$ cat config.mk
export PLATFORM = sky130hd
export DESIGN_NAME = muldiv_unit
export DESIGN_NICKNAME = d
export VERILOG_FILES = /design/src/rtl/muldiv_unit.sv
export SDC_FILE = /design/constraint.sdc
export NUM_CORES = 1
export LEC_CHECK = 0
export CORE_AREA = 2 2 243 245
export CTS_BUF_LIST = sky130_fd_sc_hd__clkbuf_8 sky130_fd_sc_hd__clkbuf_16
export DETAILED_ROUTE_END_ITERATION = 12
export DIE_AREA = 0 0 245 247
export MAX_ROUTING_LAYER = met4
export PLACE_DENSITY = 0.44
export SYNTH_ARGS = -nofsm -noshare
export SYNTH_HDL_FRONTEND = slang
export SYNTH_SLANG_ARGS = --single-unit
$ cat constraint.sdc
create_clock -name CLK -period 10.75 [get_ports CLK]
set_input_delay 1.075 -clock CLK [delete_from_list [all_inputs] [get_ports CLK]]
set_output_delay 1.075 -clock CLK [all_outputs]
set_load 0.02 [all_outputs]
$ cat src/rtl/muldiv_unit.sv
// Iterative RV32M multiply/divide unit: one multiplier/quotient bit per clock, START/BUSY/VALID handshake, KILL flush.
// Optional MULDIV_EARLY_OUT_EN: divide-by-zero, signed overflow and zero-operand multiplies finish in one cycle.
module muldiv_unit #(
    parameter int WIDTH = 32
) (
    input  logic             CLK,
    input  logic             RESET_N,
    input  logic             START,
    input  logic [2:0]       SELECT,
    input  logic [WIDTH-1:0] DATA1,
    input  logic [WIDTH-1:0] DATA2,
    input  logic             KILL,
    output logic             BUSY,
    output logic             VALID,
    output logic [WIDTH-1:0] RESULT
);

    localparam int CW = $clog2(WIDTH);
    localparam logic [WIDTH-1:0] MOST_NEG = {1'b1, {(WIDTH-1){1'b0}}};

    typedef enum logic [1:0] {IDLE, CALC, FIX} state_t;

    state_t             state_q;
    logic [2:0]         op_q;
    logic [WIDTH-1:0]   a_q;
    logic [WIDTH-1:0]   opnd_q;
    logic [WIDTH-1:0]   rem_q;
    logic [WIDTH-1:0]   result_q;
    logic [2*WIDTH-1:0] acc_q;
    logic [CW-1:0]      cnt_q;
    logic               sa_q, sb_q, dz_q, ovf_q, busy_q, valid_q;

    logic               is_div, a_sgn, b_sgn, a_neg, b_neg, dz_d, ovf_d, early_d;
    logic [WIDTH-1:0]   a_abs, b_abs;

    always_comb begin
        is_div  = SELECT[2];
        a_sgn   = is_div ? ~SELECT[0] : (SELECT[1:0] == 2'b01 || SELECT[1:0] == 2'b10);
        b_sgn   = is_div ? ~SELECT[0] : (SELECT[1:0] == 2'b01);
        a_neg   = a_sgn & DATA1[WIDTH-1];
        b_neg   = b_sgn & DATA2[WIDTH-1];
        // most-negative input negates to itself, read back as unsigned 2^(WIDTH-1)
        a_abs   = a_neg ? -DATA1 : DATA1;
        b_abs   = b_neg ? -DATA2 : DATA2;
        dz_d    = (DATA2 == '0);
        ovf_d   = ~SELECT[0] && (DATA1 == MOST_NEG) && (DATA2 == '1);
`ifdef MULDIV_EARLY_OUT_EN
        early_d = is_div ? (dz_d | ovf_d) : (DATA1 == '0 || DATA2 == '0);
`else
        early_d = 1'b0;
`endif
    end

    // One iteration: shift-add multiply or restoring divide step
    logic [WIDTH:0]     mul_sum, div_shift, div_diff;
    logic [2*WIDTH-1:0] acc_d;
    logic [WIDTH-1:0]   rem_d;

    always_comb begin
        mul_sum   = {1'b0, acc_q[2*WIDTH-1:WIDTH]} + (acc_q[0] ? {1'b0, opnd_q} : '0);
        div_shift = {rem_q, acc_q[WIDTH-1]};
        div_diff  = div_shift - {1'b0, opnd_q};
        if (op_q[2]) begin
            // shifted remainder < 2*divisor, so the difference's top bit is the borrow
            acc_d = {acc_q[2*WIDTH-1:WIDTH], acc_q[WIDTH-2:0], ~div_diff[WIDTH]};
            rem_d = div_diff[WIDTH] ? div_shift[WIDTH-1:0] : div_diff[WIDTH-1:0];
        end else begin
            acc_d = {mul_sum, acc_q[WIDTH-1:1]};
            rem_d = rem_q;
        end
    end

    logic [2*WIDTH-1:0] prod;
    logic [WIDTH-1:0]   quo, rmd, result_d;

    always_comb begin
        prod = (sa_q ^ sb_q) ? -acc_q : acc_q;
        quo  = (sa_q ^ sb_q) ? -acc_q[WIDTH-1:0] : acc_q[WIDTH-1:0];
        rmd  = sa_q ? -rem_q : rem_q;
        case (op_q)
            3'b000:                 result_d = prod[WIDTH-1:0];
            3'b001, 3'b010, 3'b011: result_d = prod[2*WIDTH-1:WIDTH];
            3'b100, 3'b101:         result_d = dz_q ? '1 : (ovf_q ? a_q : quo);
            default:                result_d = dz_q ? a_q : (ovf_q ? '0 : rmd);
        endcase
    end

    always_ff @(posedge CLK or negedge RESET_N) begin
        if (!RESET_N) begin
            state_q  <= IDLE;
            op_q     <= '0;
            a_q      <= '0;
            opnd_q   <= '0;
            rem_q    <= '0;
            acc_q    <= '0;
            cnt_q    <= '0;
            sa_q     <= 1'b0;
            sb_q     <= 1'b0;
            dz_q     <= 1'b0;
            ovf_q    <= 1'b0;
            busy_q   <= 1'b0;
            valid_q  <= 1'b0;
            result_q <= '0;
        end else begin
            valid_q <= 1'b0;
            if (KILL) begin
                state_q <= IDLE;
                busy_q  <= 1'b0;
            end else begin
                case (state_q)
                    IDLE: if (START) begin
                        op_q   <= SELECT;
                        a_q    <= DATA1;
                        sa_q   <= a_neg;
                        sb_q   <= b_neg;
                        dz_q   <= dz_d;
                        ovf_q  <= ovf_d;
                        rem_q  <= '0;
                        cnt_q  <= CW'(WIDTH - 1);
                        busy_q <= 1'b1;
                        opnd_q <= is_div ? b_abs : a_abs;
                        if (early_d && !is_div)
                            acc_q <= '0;
                        else
                            acc_q <= {{WIDTH{1'b0}}, (is_div ? a_abs : b_abs)};
                        state_q <= early_d ? FIX : CALC;
                    end
                    CALC: begin
                        acc_q <= acc_d;
                        rem_q <= rem_d;
                        cnt_q <= cnt_q - 1'b1;
                        if (cnt_q == '0)
                            state_q <= FIX;
                    end
                    FIX: begin
                        result_q <= result_d;
                        valid_q  <= 1'b1;
                        busy_q   <= 1'b0;
                        state_q  <= IDLE;
                    end
                    default: state_q <= IDLE;
                endcase
            end
        end
    end

    assign BUSY   = busy_q;
    assign VALID  = valid_q;
    assign RESULT = result_q;

endmodule

After elaboration in Yosys (flattened, before gate mapping)
Index checks and enable logic that the tools add are counted.
{ "op_classes": {"n_reduce_logical": 18, "n_bitwise": 6, "n_mux": 33, "multipliers": 0, "eq_ne": 16, "div": 0, "magnitude_cmp": 0, "shifts": 0, "n_addsub": 8} }
{ "op_table": {"columns": ["op", "count"], "rows": [
  ["$mux 32", 14],
  ["$mux 64", 3],
  ["$neg 32->32", 4],
  ["$pmux 64 s2", 1],
  ["$pmux 32 s3", 1],
  ["$eq 32x32->1 const B", 2],
  ["$neg 64->64", 1],
  ["$pmux 32 s2", 1],
  ["$add 32x32->33", 1],
  ["$sub 33x32->33", 1],
  ["$logic_not 32->1", 1],
  ["$pmux 5 s2", 1],
  ["$reduce_and 4->1", 2],
  ["$eq 3x2->1 const B", 2],
  ["$eq 3x3->1 const B", 2],
  ["$mux 1", 6],
  ["$mux 2", 3],
  ["$ne 2x2->1 const B", 3],
  ["$ne 3x3->1 const B", 2],
  ["$reduce_and 2->1", 3],
  ["$reduce_and 3->1", 2],
  ["$logic_not 5->1", 1],
  ["$mux 5", 1],
  ["$sub 5x1->5 const B", 1],
  ["16 further kinds", 22]
]} }
{ "word_totals": {"romBits": 0, "output_inout_bits": 34, "word_cells": 96, "mem_count": 0, "latchBits": 0, "mem_bits_rw": 0, "regBits": 208} }

Depth between registers and ports, before layout
Gate-level depths: netlist of run 1.
{ "logic_depth": {"ltp_word": 8, "mapped_depth": 14} }

Least setup slack after synthesis of run 1
OpenSTA, ideal clock, no wires.
{ "synth_path": {"path_type": "input -> register", "startpoint": "input port DATA2[9]", "endpoint": "register acc_q[30]", "setup_slack_ps": 7127, "t_arrival_ps": 3501, "setup_time_ps": 121, "path_buffers": 1, "t_required_ps": 10629, "stages": 10, "path_cell_list": "or4_4 -> or3_1 -> buf_2 -> or4b_4 -> or3_4 -> o31ai_4 -> xnor2_1 -> nand2_1 -> o21ai_1 -> o22a_1"} }
{ "synth_via": {"elab_chain_len": 5} }
{ "synth_rtl": {"columns": ["item", "line_no", "text"], "rows": [
  ["from (decl)", "11", "input logic [WIDTH-1:0] DATA2,"],
  ["$neg 32->32", "44", "b_abs = b_neg ? -DATA2 : DATA2;"],
  ["$mux 32", "44", null],
  ["$mux 32", "125", "acc_q <= {{WIDTH{1'b0}}, (is_div ? a_abs : b_abs)};"],
  ["$mux 64", "111", "IDLE: if (START) begin"],
  ["$pmux 64 s2", "110", "case (state_q)"],
  ["to (signal assigned)", "125", null],
  ["to (decl)", "29", "logic [2*WIDTH-1:0] acc_q;"]
]} }
No other way between the ends. The select of a mux whose other input is x is not followed.
A chain may end at the register's enable or synchronous reset.

Worst setup path in the final report of run 1
{ "layout_path": {"startpoint": "register acc_q[31]", "endpoint": "register rem_q[9]"} }
{ "layout_via": {"elab_chain_len": 4} }
{ "layout_rtl": {"columns": ["item", "line_no", "text"], "rows": [
  ["$sub 33x32->33", "62", "div_diff = div_shift - {1'b0, opnd_q};"],
  ["$mux 32", "66", "rem_d = div_diff[WIDTH] ? div_shift[WIDTH-1:0] : div_diff[WIDTH-1:0];"],
  ["$mux 32", "63", "if (op_q[2]) begin"],
  ["$pmux 32 s2", "110", null],
  ["to (signal assigned)", "130", "rem_q <= rem_d;"],
  ["to (decl)", "27", "logic [WIDTH-1:0] rem_q;"]
]} }
No other way between the ends. The select of a mux whose other input is x is not followed.

==> results of run 1 <==
==> layout make-up <==
type	instances	area (um2)
Clock buffer	33	781
Clock inverter	19	200
Fill cell	6170	38200
Inverter	72	270
Multi-Input combinational cell	1821	11300
Sequential cell	208	5210
Tap cell	773	967
Timing Repair Buffer	130	1240
==> registers in the layout, indices dropped and copies added (netlist names), 2 cells and up <==
register,flops
op_q,3
a_q,32
acc_q,64
opnd_q,32
state_q,2
rem_q,32
RESULT,32
cnt_q,5
==> per-stage QoR <==
| stage | util | worst slack (ns) | total power, mW |
|---|---|---|---|
| 2_1_floorplan | - | 7.13 | 1.99 |
| 3_3_place_gp | 0.326 | 6.09 | 2.54 |
| 3_5_place_dp | 0.326 | 5.95 | 2.54 |
| 4_1_cts | 0.343 | 5.94 | 3.57 |
| 5_1_grt | 0.343 | 5.54 | 3.77 |
| 6_report | 0.343 | 5.90 | 3.58 |
==> cells by family after synthesis <==
kind of cell | after synthesis | synth area share
AOI/OAI and AO/OA | 676 | 0.244
xor gates and xnor gates | 194 | 0.0986
adders and majority gates | 74 | 0.0546
buffers and inverters | 202 | 0.0444
DFF | 208 | 0.302
muxes | 77 | 0.0454
and+or+nand+nor | 800 | 0.211
==> cell usage after synthesis, drive strengths merged, types with 36 or more instances <==
cell type,n
a21oi,164
a221oi,36
clkbuf,110
dfrtp,208
ha,72
inv,72
mux2i,68
nand2,319
nor2,242
nor3,61
o21ai,239
o31ai,39
xnor2,104
xor2,90
==> report_power, final <==
part / leakage [nW] / total [mW] / switching [mW] / internal, mW
Sequential: 2.70 / 1.15 / 0.242 / 0.904
Clock: 0.503 / 1.02 / 0.405 / 0.611
Combinational: 5.19 / 1.41 / 0.912 / 0.502
Total: 8.40 / 3.58 / 1.56 / 2.02
==> path summary, 6_finish.rpt <==
check	start	endpoint
max reg2reg	acc_q[31]	rem_q[9]
min in group asynchronous	RESET_N	acc_q[52]
max in group asynchronous	RESET_N	sa_q
min	opnd_q[17]	opnd_q[17]
min reg2reg	opnd_q[17]	opnd_q[17]
max	acc_q[31]	rem_q[9]
==> worst min-delay path: stages, from the launching register on <==
cell and delay, ns:
sky130_fd_sc_hd__dfrtp_1 0.34, sky130_fd_sc_hd__nand2_1 0.05, sky130_fd_sc_hd__o21ai_0 0.06
==> routing by layer <==
| layer | part of all wire | routed length [um] | track usage | vias up |
|---|---|---|---|---|
| li1 | - | - | - | 8078 |
| met2 | 0.44 | 33700 | 0.391 | 577 |
| met1 | 0.46 | 35200 | 0.347 | 8401 |
| met4 | 0.039 | 2930 | 0.0920 | 0 |
| met5 | 0 | 0 | - | - |
| met3 | 0.054 | 4130 | 0.0294 | 100 |
==> results_dict.tcl, run 1 <==
set metrics [dict create \
    layout-area-overhead-vs-synth_pct 16.0 \
    floorplan.die_area_mm2 0.0605 \
    cts_max_level 1 \
    critical_path.n_buffers_inverters 2 \
    cts.root.buffer_cell "sky130_fd_sc_hd__clkbuf_16" \
    dr_total_vias 17156 \
    antenna_violations_before_repair 0 \
    post_synth_inst_count 2231 \
    rsz0062_at_grt "no" \
    buffer_ports.inserted 104 \
    gpl.final_weighted_congestion 0.937 \
    die_outline_width_um 245 \
    critPathMaxFanout 25 \
    timing.critical_path.required_ns 11.24 \
    timing_hold_violations_final 0 \
    reg2reg_setup_slack_ns 5.90 \
    syn_area_per_cell_um2 7.72 \
    timing.final.max_slew_violations 0 \
    worst_r2r_path_depth 13 \
    hold_path.class "flop to flop" \
    rows 89 \
    grt_ovf 0 \
    worst-path-stages 13 \
    finish.cell_count_without_fillers 3056 \
    outcome "finished, final reports clean" \
    drt_first_pass_iters 6 \
    worstHoldPathCells 2 \
    critPathTopFamily "compound AO/OA/AOI/OAI gates" \
    core_region_area_mm2 0.0582 \
    routed_via_density 5.61 \
    cpPeakStageDelay_ns 0.63 \
    tritoncts "done" \
    fmax_mhz 206 \
    clkSlewWorstSetupHoldPaths_ns 0.06 \
    cts.hold.buffers_added 0 \
    floorplan.io_pins 105 \
    post_cts_resize_count 0 \
    synth_nets 2376 \
    final_min_period_over_clock_period 0.452 \
    yosysTopAreaCell "sky130_fd_sc_hd__dfrtp_1" \
    total_leakage_power_nw 8.40 \
    drive_gt1_frac 0.0543 \
    clock_latency_reported_for_the_late_side_of_the_worst_skew_pair_ns 0.58 \
    layout_commonest_cell "sky130_fd_sc_hd__nand2_1" \
    synthArstFlopShare 1.00 \
    setup_failing_eps_final 0 \
    die-height_um 247 \
    critical_path_arrival_ns 5.35 \
    ir_drop_uv 115 \
    setup.worst_path.start_class "flop" \
    finalWorstPathRequiredPeriod_ns 4.85 \
    antennaDiodeCount 0 \
    yosys_reg_bits 208 \
    synth-seq-area-share 0.302 \
    global_route.usage.total 0.255 \
    finalClockSkew_ns 0.0203 \
    synth_ff_type "sky130_fd_sc_hd__dfrtp_1" \
    netlist_area_mm2 0.0172 \
    drt_iter0_drc 1614 \
    placed_cell_area_mm2 0.0190 \
    worst_hold_slack_ns 0.483 \
    detail_route.drc_violations 0 \
    critPathSlowestCell "sky130_fd_sc_hd__o31ai_4" \
    cap_violations 0 \
    post-place-cells 3004 \
    detail_route.wl_per_cell_um 24.9 \
    grt_max_degree 97 \
    drt_wl_total_um 76000 \
    power.density_cell_area_mw_per_mm2 179 \
    fin_tns_setup_ns 0 \
    grt_first_pass_wirelength_um 112000 \
    cts_num_sinks 208 \
    layout.cells.most_common_list "sky130_fd_sc_hd__nand2_1 (318), sky130_fd_sc_hd__nor2_1 (239), sky130_fd_sc_hd__o21ai_0 (236)" \
    synthDistinctLibCells 75 \
    via_count_of_the_first_global_routing_pass 16474 \
    nNetsFinal 2406 \
    floorplan.initialDensity 0.296 \
    final_design_area_no_fill_mm2 0.0200 \
    yosys_warnings 0 \
    timing_worst_slew_pin_value_ns 1.08 \
    max-clock-path-buffers 3 \
    netlist.area_leader.share 0.302 \
    postCtsSetupBuffers 0 \
    worstSetupEndpointType "flop" \
    cts-buffers-inserted 28 \
    timing.critical_path.cells "inv_1, ha_1, fa_1, nand2b_1, a21oi_1, o21ai_0, o21ai_0, a21oi_1, o31a_1, o31ai_4, buf_4, nand2_1, o21ai_0" \
    synth-edff-count 0 \
    place_hpwl_um 58600 \
    slew-limit-headroom 0.279 \
    synth_top_cells_by_area "sky130_fd_sc_hd__dfrtp_1 (30%), sky130_fd_sc_hd__nand2_1 (6.9%), sky130_fd_sc_hd__o21ai_0 (6.9%)" \
    critical-path-top-cell-by-count "sky130_fd_sc_hd__o21ai_0" \
    ant_nets 0 \
    timing_worst_setup_path_type "flop to flop" \
]
Power figures use the tool's default switching activity.
==> run 2: changes to the inputs <==
clock period = 4.91 ns   (was 10.75 ns; I/O delays follow)
==> results_dict.tcl, run 2 (same netlist as run 1, synthesis figures left out) <==
set metrics [dict create \
    hold_crit_start "opnd_q[23]" \
    r2r-end "acc_q[0]" \
    clkSlewWorstSetupHoldPaths_ns 0.06 \
    layout.cells.most_common_list "sky130_fd_sc_hd__nand2_1 (318), sky130_fd_sc_hd__nor2_1 (240), sky130_fd_sc_hd__o21ai_0 (236)" \
    power.density_cell_area_mw_per_mm2 386 \
    layout_commonest_cell "sky130_fd_sc_hd__nand2_1" \
    via_count_of_the_first_global_routing_pass 16356 \
    core_region_area_mm2 0.0582 \
    drt_iter0_drc 1576 \
    cts.root.buffer_cell "sky130_fd_sc_hd__clkbuf_16" \
    tritoncts "done" \
    antenna_violations_before_repair 0 \
    detail_route.wl_per_cell_um 24.6 \
    critical_path_arrival_ns 4.70 \
    layout-area-overhead-vs-synth_pct 16.4 \
    drt_first_pass_iters 5 \
    floorplan.die_area_mm2 0.0605 \
    rsz0062_at_grt "no" \
    floorplan.initialDensity 0.296 \
    drt_wl_total_um 75600 \
    buffer_ports.inserted 104 \
    critPathSlowestCell "sky130_fd_sc_hd__dfrtp_1" \
    setup_ws_ns 0.671 \
    clock_latency_reported_for_the_late_side_of_the_worst_skew_pair_ns 0.58 \
    timing_hold_violations_final 0 \
    regToRegStartpoint "acc_q[31]" \
    critPathMaxFanout 26 \
    max-clock-path-buffers 3 \
    worstHoldPathCells 1 \
    slew-limit-headroom 0.311 \
    gpl.final_weighted_congestion 0.959 \
    floorplan.io_pins 105 \
    final_min_period_over_clock_period 0.863 \
    cap_violations 0 \
    cts_max_level 1 \
    cts_num_sinks 208 \
    reg2reg_setup_slack_ns 0.67 \
    cpPeakStageDelay_ns 0.45 \
    largest_register_ffs 64 \
    grt_first_pass_wirelength_um 111000 \
    total_leakage_power_nw 8.45 \
    worst_r2r_path_depth 13 \
    grt_max_degree 90 \
    detail_route.drc_violations 0 \
    hold_path.class "flop to flop" \
    routed_via_density 5.57 \
    fin_tns_setup_ns 0 \
    setup_failing_eps_final 0 \
    min_to "opnd_q[23]" \
    fmax_mhz 236 \
    preCtsSetupSlack_ns 0.722 \
    timing.final.max_slew_violations 0 \
    timing_worst_slew_pin_value_ns 1.03 \
    drive_gt1_frac 0.0596 \
    timing.critical_path.required_ns 5.37 \
    ant_nets 0 \
    utilization 0.345 \
    grt_ovf 0 \
    global_route.usage.total 0.255 \
    die-height_um 247 \
    timing.critical_path.cells "inv_1, ha_1, fa_1, nand2b_1, a21oi_1, o21ai_0, o21ai_0, a21oi_1, o31a_1, o31ai_4, buf_4, mux2i_1, a221oi_1" \
    nNetsFinal 2421 \
    finalClockSkew_ns 0.0237 \
    die_outline_width_um 245 \
    dr_total_vias 17109 \
    rows 89 \
    place_hpwl_um 59300 \
    finalWorstPathRequiredPeriod_ns 4.24 \
    setup.worst_path.start_class "flop" \
    ir_drop_uv 232 \
    worstSetupEndpointType "flop" \
    post_cts_resize_count 0 \
    cts-buffers-inserted 27 \
    outcome "finished, final reports clean" \
    timing_worst_setup_path_type "flop to flop" \
    largest-register "acc_q" \
]
run 2: cell types whose count changed in the layout (fill, tap and decap cells not counted):
cell                            previous run  this run
sky130_fd_sc_hd__dlygate4sd3_1             0         1
sky130_fd_sc_hd__bufinv_16                 4         3
sky130_fd_sc_hd__clkinvlp_4                2         1
sky130_fd_sc_hd__nor2_2                    3         2
sky130_fd_sc_hd__clkbuf_8                  4         7
sky130_fd_sc_hd__nor2_1                  239       240
sky130_fd_sc_hd__clkbuf_16                29        27
sky130_fd_sc_hd__inv_1                    76        75
sky130_fd_sc_hd__diode_2                   0         1
sky130_fd_sc_hd__buf_4                    26        41
run 2: routing by layer:
| layer | global-route usage | share of wire | vias to the layer above |
|---|---|---|---|
| met3 | 0.0386 | 0.057 | 112 |
| met1 | 0.344 | 0.46 | 8312 |
| li1 | - | - | 8103 |
| met2 | 0.381 | 0.43 | 582 |
| met4 | 0.104 | 0.047 | 0 |
| met5 | - | 0 | - |
run 2: repair_timing:
item                      4_1_cts  5_1_grt
hold buffers                    1        0
hold endpoints to repair       50        0
buffers inserted                0        0
run 2: report_power, final:
part | leakage (nW) | internal (mW) | switching [mW]
logic | 5.27 | 1.11 | 2.00
clock network | 0.480 | 1.26 | 0.870
registers | 2.70 | 1.98 | 0.514
total | 8.45 | 4.36 | 3.39
run 2: how the worst max path moves through the flow:
stage                          from        end  slack (ns)  cells after the start
after CTS                 acc_q[31]   acc_q[0]        0.68                     13
after global routing      acc_q[31]   acc_q[0]        0.35                     13
after global placement    acc_q[31]   acc_q[0]        0.86                     13
after floorplan           acc_q[31]  rem_q[16]        1.48                     14
after detailed placement  acc_q[31]   acc_q[0]        0.72                     13
final                     acc_q[31]   acc_q[0]        0.67                     13
run 2: worst max-delay path: cells and delay by family, from the launching register on:
| kind | cells | cell delay [ns] |
|---|---|---|
| flops | 1 | 0.45 |
| buf+inv | 2 | 0.59 |
| fa+ha+maj | 2 | 0.64 |
| simple gates | 1 | 0.18 |
| compound gates | 7 | 2.10 |
| mux | 1 | 0.14 |
run 2: stage by stage:
step / power (mW) / cells / hold slack, ns / area (um2)
after floorplan: 4.36 / 2231 / 0.195 / 17200
after global placement: 5.55 / 3019 / 0.467 / 19100
after detailed placement: 5.56 / 3019 / 0.472 / 19100
after CTS: 7.73 / 3070 / 0.486 / 20100
after global routing: 8.18 / 3070 / 0.514 / 20100
final: 7.74 / 3071 / 0.484 / 20100
run 2: cell type report:
class	count	area, um2
Tap cell	773	967
Fill cell	6179	38200
Inverter	72	270
Multi-Input combinational cell	1821	11300
Clock buffer	34	772
Antenna cell	1	2.50
Sequential cell	208	5210
Timing Repair Buffer	146	1360
Clock inverter	16	159
==> run 3: changes to the inputs <==
PLACE_DENSITY = 0.51   (was 0.44)
TNS_END_PERCENT = 30   (was unset)
==> results_dict.tcl, run 3 (same netlist as run 1, synthesis figures left out) <==
set metrics [dict create \
    global_route.usage.total 0.241 \
    critical_path_arrival_ns 4.57 \
    timing_worst_setup_path_type "flop to flop" \
    grt_first_pass_wirelength_um 107000 \
    setup_failing_eps_final 0 \
    critPathMaxFanout 37 \
    postCtsSetupBuffers 0 \
    floorplan.die_area_mm2 0.0605 \
    largest_register_ffs 64 \
    clkSlewWorstSetupHoldPaths_ns 0.06 \
    power.density_cell_area_mw_per_mm2 384 \
    ant_nets 0 \
    worst_hold_slack_ns -0.0553 \
    final_min_period_over_clock_period 0.838 \
    via_count_of_the_first_global_routing_pass 16448 \
    rsz0062_at_grt "no" \
    power.switching_fraction 0.427 \
    fmax_mhz 243 \
    drt_iter0_drc 1932 \
    rows 89 \
    gpl.final_weighted_congestion 0.977 \
    setup.worst_path.start_class "flop" \
    power.switching_mw 3.30 \
    die-height_um 247 \
    routed_via_density 5.69 \
    clock_latency_reported_for_the_late_side_of_the_worst_skew_pair_ns 0.59 \
    dr_total_vias 17463 \
    p_int_mw 4.42 \
    finalWorstPathRequiredPeriod_ns 4.11 \
    ir_drop_uv 204 \
    cts_max_level 1 \
    antenna_violations_before_repair 0 \
    cap_violations 0 \
    finalClockSkew_ns 0.0303 \
    regToRegStartpoint "acc_q[31]" \
    slew-limit-headroom 0.319 \
    floorplan.io_pins 105 \
    layout-area-overhead-vs-synth_pct 16.5 \
    drt_first_pass_iters 6 \
    total_leakage_power_nw 8.45 \
    power_frac_comb 0.398 \
    worst_r2r_path_depth 14 \
    timing_hold_violations_final 23 \
    outcome "finished with violations" \
    cts.hold.buffers_added 0 \
    place_hpwl_um 55600 \
    post-place-cells 3014 \
    final_design_area_no_fill_mm2 0.0201 \
    buffer_ports.inserted 104 \
    detail_route.drc_violations 0 \
    drt_wl_total_um 71600 \
    r2r-end "acc_q[0]" \
    max-clock-path-buffers 3 \
    die_outline_width_um 245 \
    share_clk_of_total_power 0.280 \
    layout.cells.most_common_list "sky130_fd_sc_hd__nand2_1 (317), sky130_fd_sc_hd__nor2_1 (240), sky130_fd_sc_hd__o21ai_0 (236)" \
    finish.cell_count_without_fillers 3067 \
    timing_worst_slew_pin_value_ns 1.02 \
    core_region_area_mm2 0.0582 \
    worstSetupEndpointType "flop" \
    utilization 0.345 \
    tritoncts "done" \
    layout_commonest_cell "sky130_fd_sc_hd__nand2_1" \
    floorplan.initialDensity 0.296 \
    cts_num_sinks 208 \
    share_seq_of_total_power 0.322 \
    largest-register "acc_q" \
    cts-buffers-inserted 28 \
    violations "hold timing" \
    timing.final.max_slew_violations 0 \
    placed_cell_area_mm2 0.0191 \
    nNetsFinal 2416 \
    post_cts_resize_count 0 \
    detail_route.wl_per_cell_um 23.4 \
    fin_tns_setup_ns 0 \
    drive_gt1_frac 0.0576 \
    timing.critical_path.required_ns 5.37 \
    cts.root.buffer_cell "sky130_fd_sc_hd__clkbuf_16" \
    reg2reg_setup_slack_ns 0.80 \
    hold_path.class "input port to asynchronous set/reset pin" \
    grt_max_degree 109 \
    grt_ovf 0 \
]
## run 3: routing by layer
layer	track usage	routed length, um	vias up
met4	0.0746	2570	0
met3	0.0268	5060	115
li1	-	-	8086
met1	0.326	31900	8518
met2	0.377	32100	744
met5	-	0	-
## run 3: critical path: stages, from the launching register on
cell                       delay, ns
sky130_fd_sc_hd__dfrtp_1        0.43
sky130_fd_sc_hd__inv_1          0.17
sky130_fd_sc_hd__ha_1           0.25
sky130_fd_sc_hd__fa_1           0.40
sky130_fd_sc_hd__nand2b_1       0.17
sky130_fd_sc_hd__a21oi_1        0.25
sky130_fd_sc_hd__o21ai_0        0.28
sky130_fd_sc_hd__o21ai_0        0.25
sky130_fd_sc_hd__buf_4          0.19
sky130_fd_sc_hd__a21oi_1        0.12
sky130_fd_sc_hd__o31a_1         0.42
sky130_fd_sc_hd__o31ai_4        0.29
sky130_fd_sc_hd__buf_12         0.30
sky130_fd_sc_hd__mux2i_1        0.12
sky130_fd_sc_hd__a221oi_1       0.30
## run 3: power groups by stage
stage | registers (mW) | clock network, mW | logic [mW]
global route | 2.51 | 2.27 | 3.35
detailed placement | 2.50 | 0 | 3.00
finish | 2.48 | 2.16 | 3.07
floorplan | 2.23 | 0 | 2.13
global placement | 2.49 | 0 | 2.97
CTS | 2.47 | 2.19 | 3.01
## run 3: per-stage QoR
| stage | total power [mW] | setup slack, ns |
|---|---|---|
| final | 7.71 | 0.795 |
| after global routing | 8.13 | 0.526 |
| after CTS | 7.68 | 0.899 |
| after detailed placement | 5.49 | 0.920 |
| after global placement | 5.46 | 0.953 |
| after floorplan | 4.36 | 1.48 |
## run 3: worst max path at each step
stage	end	depth (start not counted)	from	slack, ns
6_report	acc_q[0]	14	acc_q[31]	0.80
3_5_place_dp	acc_q[0]	14	acc_q[31]	0.92
5_1_grt	acc_q[0]	14	acc_q[31]	0.53
2_1_floorplan	rem_q[16]	14	acc_q[31]	1.48
3_3_place_gp	opnd_q[27]	10	DATA1[15]	0.95
4_1_cts	acc_q[0]	14	acc_q[31]	0.90
## run 3: layout make-up
type                            instances  area [um2]
Inverter                               72         270
Multi-Input combinational cell       1821       11300
Fill cell                            6146       38200
Clock buffer                           36         822
Timing Repair Buffer                  140        1320
Antenna cell                            2        5.00
Tap cell                              773         967
Sequential cell                       208        5210
Clock inverter                         15         149
